$ cat src/rtl/onehot_decoder_stream.sv
// ---------------------------------------------------------------------------
// onehot_decoder_stream
//
// Purpose:
//   Streams binary indices through a 2-entry FIFO. Each entry is decoded to
//   an 8-bit one-hot word on acceptance, or to 8'h00 when in_en is low.
//   Every word delivered downstream is OR-ed into an accumulator, and a
//   saturating counter (max 15) tracks how many words were delivered.
//
// Ports:
//   clk        rising-edge clock for all state
//   reset      asynchronous active-high reset; clears all state immediately
//   in_valid   upstream offers in_idx/in_en this cycle
//   in_ready   block can accept an entry (registered, occupancy < 2)
//   in_idx     binary index 0..7 to decode
//   in_en      1: decode in_idx; 0: entry decodes to 8'h00
//   out_valid  out_onehot holds a valid entry (registered, occupancy > 0)
//   out_ready  downstream accepts the entry this cycle
//   out_onehot head-of-FIFO word; 8'h00 whenever out_valid is low
//   clr_accum  synchronous clear of accum and count
//   accum      OR of all words delivered since reset/clear
//   count      number of delivered words, saturating at 15
// ---------------------------------------------------------------------------
module onehot_decoder_stream (
    input  logic       clk,
    input  logic       reset,
    input  logic       in_valid,
    output logic       in_ready,
    input  logic [2:0] in_idx,
    input  logic       in_en,
    output logic       out_valid,
    input  logic       out_ready,
    output logic [7:0] out_onehot,
    input  logic       clr_accum,
    output logic [7:0] accum,
    output logic [3:0] count
);

    localparam int DEPTH = 2;

    // FIFO storage and pointers
    logic [7:0] mem_q [DEPTH];
    logic [7:0] mem_d [DEPTH];
    logic       wr_ptr_q, wr_ptr_d;
    logic       rd_ptr_q, rd_ptr_d;
    logic [1:0] occ_q, occ_d;

    // Registered handshake/status outputs
    logic       in_ready_q, in_ready_d;
    logic       out_valid_q, out_valid_d;
    logic [7:0] out_onehot_q, out_onehot_d;

    // Accumulator and delivery counter
    logic [7:0] accum_q, accum_d;
    logic [3:0] count_q, count_d;

    logic       push;
    logic       pop;
    logic [7:0] in_word;
    logic [3:0] count_inc;

    // Handshakes are qualified only by registered ready/valid, so neither
    // in_ready nor out_valid has a combinational path from the far side.
    assign push = in_valid & in_ready_q;
    assign pop  = out_valid_q & out_ready;

    always_comb begin
        in_word = 8'h00;
        if (in_en) begin
            in_word[in_idx] = 1'b1;
        end
    end

    // Per-entry write enable; only the slot under the write pointer changes.
    generate
        for (genvar gi = 0; gi < DEPTH; gi++) begin : g_mem_next
            assign mem_d[gi] = (push && (wr_ptr_q == 1'(gi))) ? in_word : mem_q[gi];
        end
    endgenerate

    always_comb begin
        wr_ptr_d = wr_ptr_q ^ push;
        rd_ptr_d = rd_ptr_q ^ pop;

        case ({push, pop})
            2'b10:   occ_d = occ_q + 2'd1;
            2'b01:   occ_d = occ_q - 2'd1;
            default: occ_d = occ_q;
        endcase

        in_ready_d  = (occ_d < 2'd2);
        out_valid_d = (occ_d != 2'd0);
        // Next head comes from the next-state memory so that a word pushed
        // into an empty (or just-drained) FIFO appears one cycle later.
        out_onehot_d = out_valid_d ? mem_d[rd_ptr_d] : 8'h00;
    end

    assign count_inc = (count_q == 4'd15) ? 4'd15 : count_q + 4'd1;

    always_comb begin
        accum_d = accum_q;
        count_d = count_q;
        if (clr_accum) begin
            // A clear coinciding with a delivery restarts from that delivery.
            accum_d = pop ? out_onehot_q : 8'h00;
            count_d = pop ? 4'd1 : 4'd0;
        end else if (pop) begin
            accum_d = accum_q | out_onehot_q;
            count_d = count_inc;
        end
    end

    always_ff @(posedge clk or posedge reset) begin
        if (reset) begin
            for (int i = 0; i < DEPTH; i++) begin
                mem_q[i] <= 8'h00;
            end
            wr_ptr_q     <= 1'b0;
            rd_ptr_q     <= 1'b0;
            occ_q        <= 2'd0;
            in_ready_q   <= 1'b1;
            out_valid_q  <= 1'b0;
            out_onehot_q <= 8'h00;
            accum_q      <= 8'h00;
            count_q      <= 4'd0;
        end else begin
            for (int i = 0; i < DEPTH; i++) begin
                mem_q[i] <= mem_d[i];
            end
            wr_ptr_q     <= wr_ptr_d;
            rd_ptr_q     <= rd_ptr_d;
            occ_q        <= occ_d;
            in_ready_q   <= in_ready_d;
            out_valid_q  <= out_valid_d;
            out_onehot_q <= out_onehot_d;
            accum_q      <= accum_d;
            count_q      <= count_d;
        end
    end

    assign in_ready   = in_ready_q;
    assign out_valid  = out_valid_q;
    assign out_onehot = out_onehot_q;
    assign accum      = accum_q;
    assign count      = count_q;

endmodule

$ cat config.mk
export PLATFORM = sky130hd
export DESIGN_NAME = onehot_decoder_stream
export DESIGN_NICKNAME = d
export VERILOG_FILES = /design/src/rtl/onehot_decoder_stream.sv
export SDC_FILE = /design/constraint.sdc
export NUM_CORES = 1
export LEC_CHECK = 0
export CORE_MARGIN = 4
export CORE_UTILIZATION = 35
export CTS_BUF_LIST = sky130_fd_sc_hd__clkbuf_16
export DETAILED_ROUTE_END_ITERATION = 12
export GPL_ROUTABILITY_DRIVEN = 0
export PLACE_DENSITY = 0.57
export SLEW_MARGIN = 20
export SYNTH_ARGS = -nofsm -noshare
export SYNTH_HDL_FRONTEND = slang
export SYNTH_SLANG_ARGS = --single-unit
$ cat constraint.sdc
create_clock -name clk -period 1.85 [get_ports clk]
set_input_delay 0.2775 -clock clk [delete_from_list [all_inputs] [get_ports clk]]
set_output_delay 0.2775 -clock clk [all_outputs]
set_load 0.02 [all_outputs]
==> results.toml <==
[synth]
synth_cell_type_count = 35
synth_seq_cells = 42
ys_warn_count = 0
synth_area_sq_um = 1960
synth_common_cells = "41 x dfrtp_1, 22 x inv_1, 10 x nand2_1"
synth_area_leaders = "dfrtp_1 52%, a211oi_2 5.1%, inv_1 4.2%"
synth_fa_ha_area_frac = 0.0256
synthMostInstantiatedCell = "dfrtp_1"
synthCells = 168
syn_area_per_cell_sq_um = 11.7
synth_ff_type = "dfrtp_1"
synth-simple-area-share = 0.146
ys_seq_area_frac = 0.537
synth_xor_area_frac = 0.0179
muxShareOfSynthArea = 0.0409
synth-compound-area-share = 0.163
netlist.area_leader.share = 0.524
async_flop_share = 1.00
synth_top_family_by_area = "compound AO/OA/AOI/OAI gates"
synth_nets = 181
yosys.area.top_type = "dfrtp_1"
synth_edf_count = 0

[pwr]
power.density_nw_per_um2 = 1530
leakage_nw = 1.24
ir_worst_vdd_mv = 0.614
fin_total_pwr_mw = 3.91

[global_routing]
overflow = 0
grt_max_degree = 43
grt_pass1_wl_mm = 6.72
gr-usage-all-layers = 0.132
grt_pass1_vias = 1370
antenna_found_initial = 0

[cells_and_area]
fin_area_sq_um = 2550
multiInputGateArea_sq_um = 771
antenna_cells = 0
fin_nets = 219
fillers = 494
drive_above_1_share = 0.155
regArea_sq_um = 1050
finalNonFillerCells = 277
area.growth.synth_to_final_pct = 30.2

[drt]
vias = 1318
drtIter0Drc = 42
drcViolationCount = 0
ant_nets = 0
viasPerCell = 4.76
first_pass_iters = 4
wl_per_cell_um = 14.1
routed_wl_mm = 3.90

[place]
postPlaceCellArea_sq_um = 2410
hpwlAfterDp_mm = 2.91
io_buffer_count = 30
place_ws_ps = -61.3
dp_cells = 269

[timing]
maxSlewHeadroom = 0.748
setup_viol = 0
drv_slew = 0
clock.fmax_ghz = 0.595
clock_skew_ps = 1.88
fin_setup_tns_ps = 0
finalCriticalPeriod_ps = 1680
worstMarginPinSlew_ps = 376
hold_viol = 0
fin_ws_ps = 171
rsz0062_at_grt = "false"
period_share = 0.908

[critical_path]
max_stage_delay_ps = 600
path_cells = "clkdlybuf4s50_1"
cp-end-kind = "primary output"
worstPathArrival_ps = 1400
slowest_stage = "clkdlybuf4s50_1"
cp_data_required_time_ps = 1570
cp.buffers_inverters = 1
critPathTopFamily = "buffers and inverters"
critPathLaunchType = "flop"
crit_fanout = 2
critPathKind = "flop to primary output"

[clocking]
ctsResizeCount = 0
cts.htree.levels = 2
clkSinkCount = 42
cts.path.max_buffers = 2
numCtsBuffers = 5
root_buffer = "clkbuf_16"
cts_hold_buf = 0
clk_latency_ps = 280
post_cts.repair.setup_buffers = 0
cts_tree = "yes"
clk_pin_slew_ps = 60

[hold_path]
hold_class = "primary input to asynchronous set/reset pin"

[job]
maxCapViolCount = 0

[die]
die_h_um = 82.8
core-area_sq_um = 5270
num_io_pins = 31
start_util = 0.372
die_width_um = 82.8
num_rows = 26
dieArea_sq_um = 6860

[outcome]
status = "finished clean"
[state kept, by name (all words and copies together) (netlist names)]
register    cells
mem_q          16
accum           8
out_onehot      8
count           4
occ_q           2
in_ready        1
out_valid       1
rd_ptr_q        1
wr_ptr_q        1
[worst paths after layout]
check	from	end	slack [ps]	cells after the start
setup / recovery	in_ready$_DFF_PP1_	in_ready	170	1
hold / removal	reset	accum[1]$_DFFE_PP0P_	340	3
setup reg to reg	in_ready$_DFF_PP1_	out_onehot[0]$_DFF_PP0_	200	7
hold reg to reg	out_onehot[5]$_DFF_PP0_	accum[5]$_DFFE_PP0P_	480	2
max in group asynchronous	reset	in_ready$_DFF_PP1_	1230	3
min in group clk	out_onehot[5]$_DFF_PP0_	accum[5]$_DFFE_PP0P_	480	2
[metrics by stage]
step	util	hold WS (ps)
after global placement	0.457	485
after floorplan	-	385
after detailed placement	0.457	470
final	0.484	343
after global routing	0.484	366
after CTS	0.484	355
[power by group]
group | internal (mW) | leakage [nW] | total [mW] | switching (mW)
Sequential | 1.22 | 0.551 | 1.38 | 0.164
Combinational | 0.826 | 0.620 | 1.70 | 0.875
Clock | 0.492 | 0.0672 | 0.829 | 0.337
[per-layer routing]
layer | routed length [um] | up-vias | track usage
met3 | 235 | 4 | 0.0497
met2 | 1850 | 34 | 0.210
li1 | - | 658 | -
met4 | 26 | 0 | 0.0392
met5 | 0 | - | 0
met1 | 1790 | 622 | 0.167
[cell families after synthesis]
group                    after synthesis
AO/OA/AOI/OAI                         37
XOR/XNOR                               4
adder cells (fa/ha/maj)                4
buffers and inverters                 30
flip-flops                            42
multiplexers                           8
AND/OR/NAND/NOR                       43
[cell usage in the layout, fill, tap and decap left out, drive strengths merged, types with 10 or more instances in the layout]
master and count:
dfrtp 41, inv 23, clkdlybuf4s50 30, nand2 10
[cell type report]
class                           count  area share
Tap cell                           70      0.0344
Timing Repair Buffer               38       0.161
Sequential cell                    42       0.413
Multi-Input combinational cell     96       0.302
Clock buffer                        5      0.0491
Clock inverter                      3     0.00638
Inverter                           23      0.0339
No activity file was read; power rests on OpenSTA's default activity.
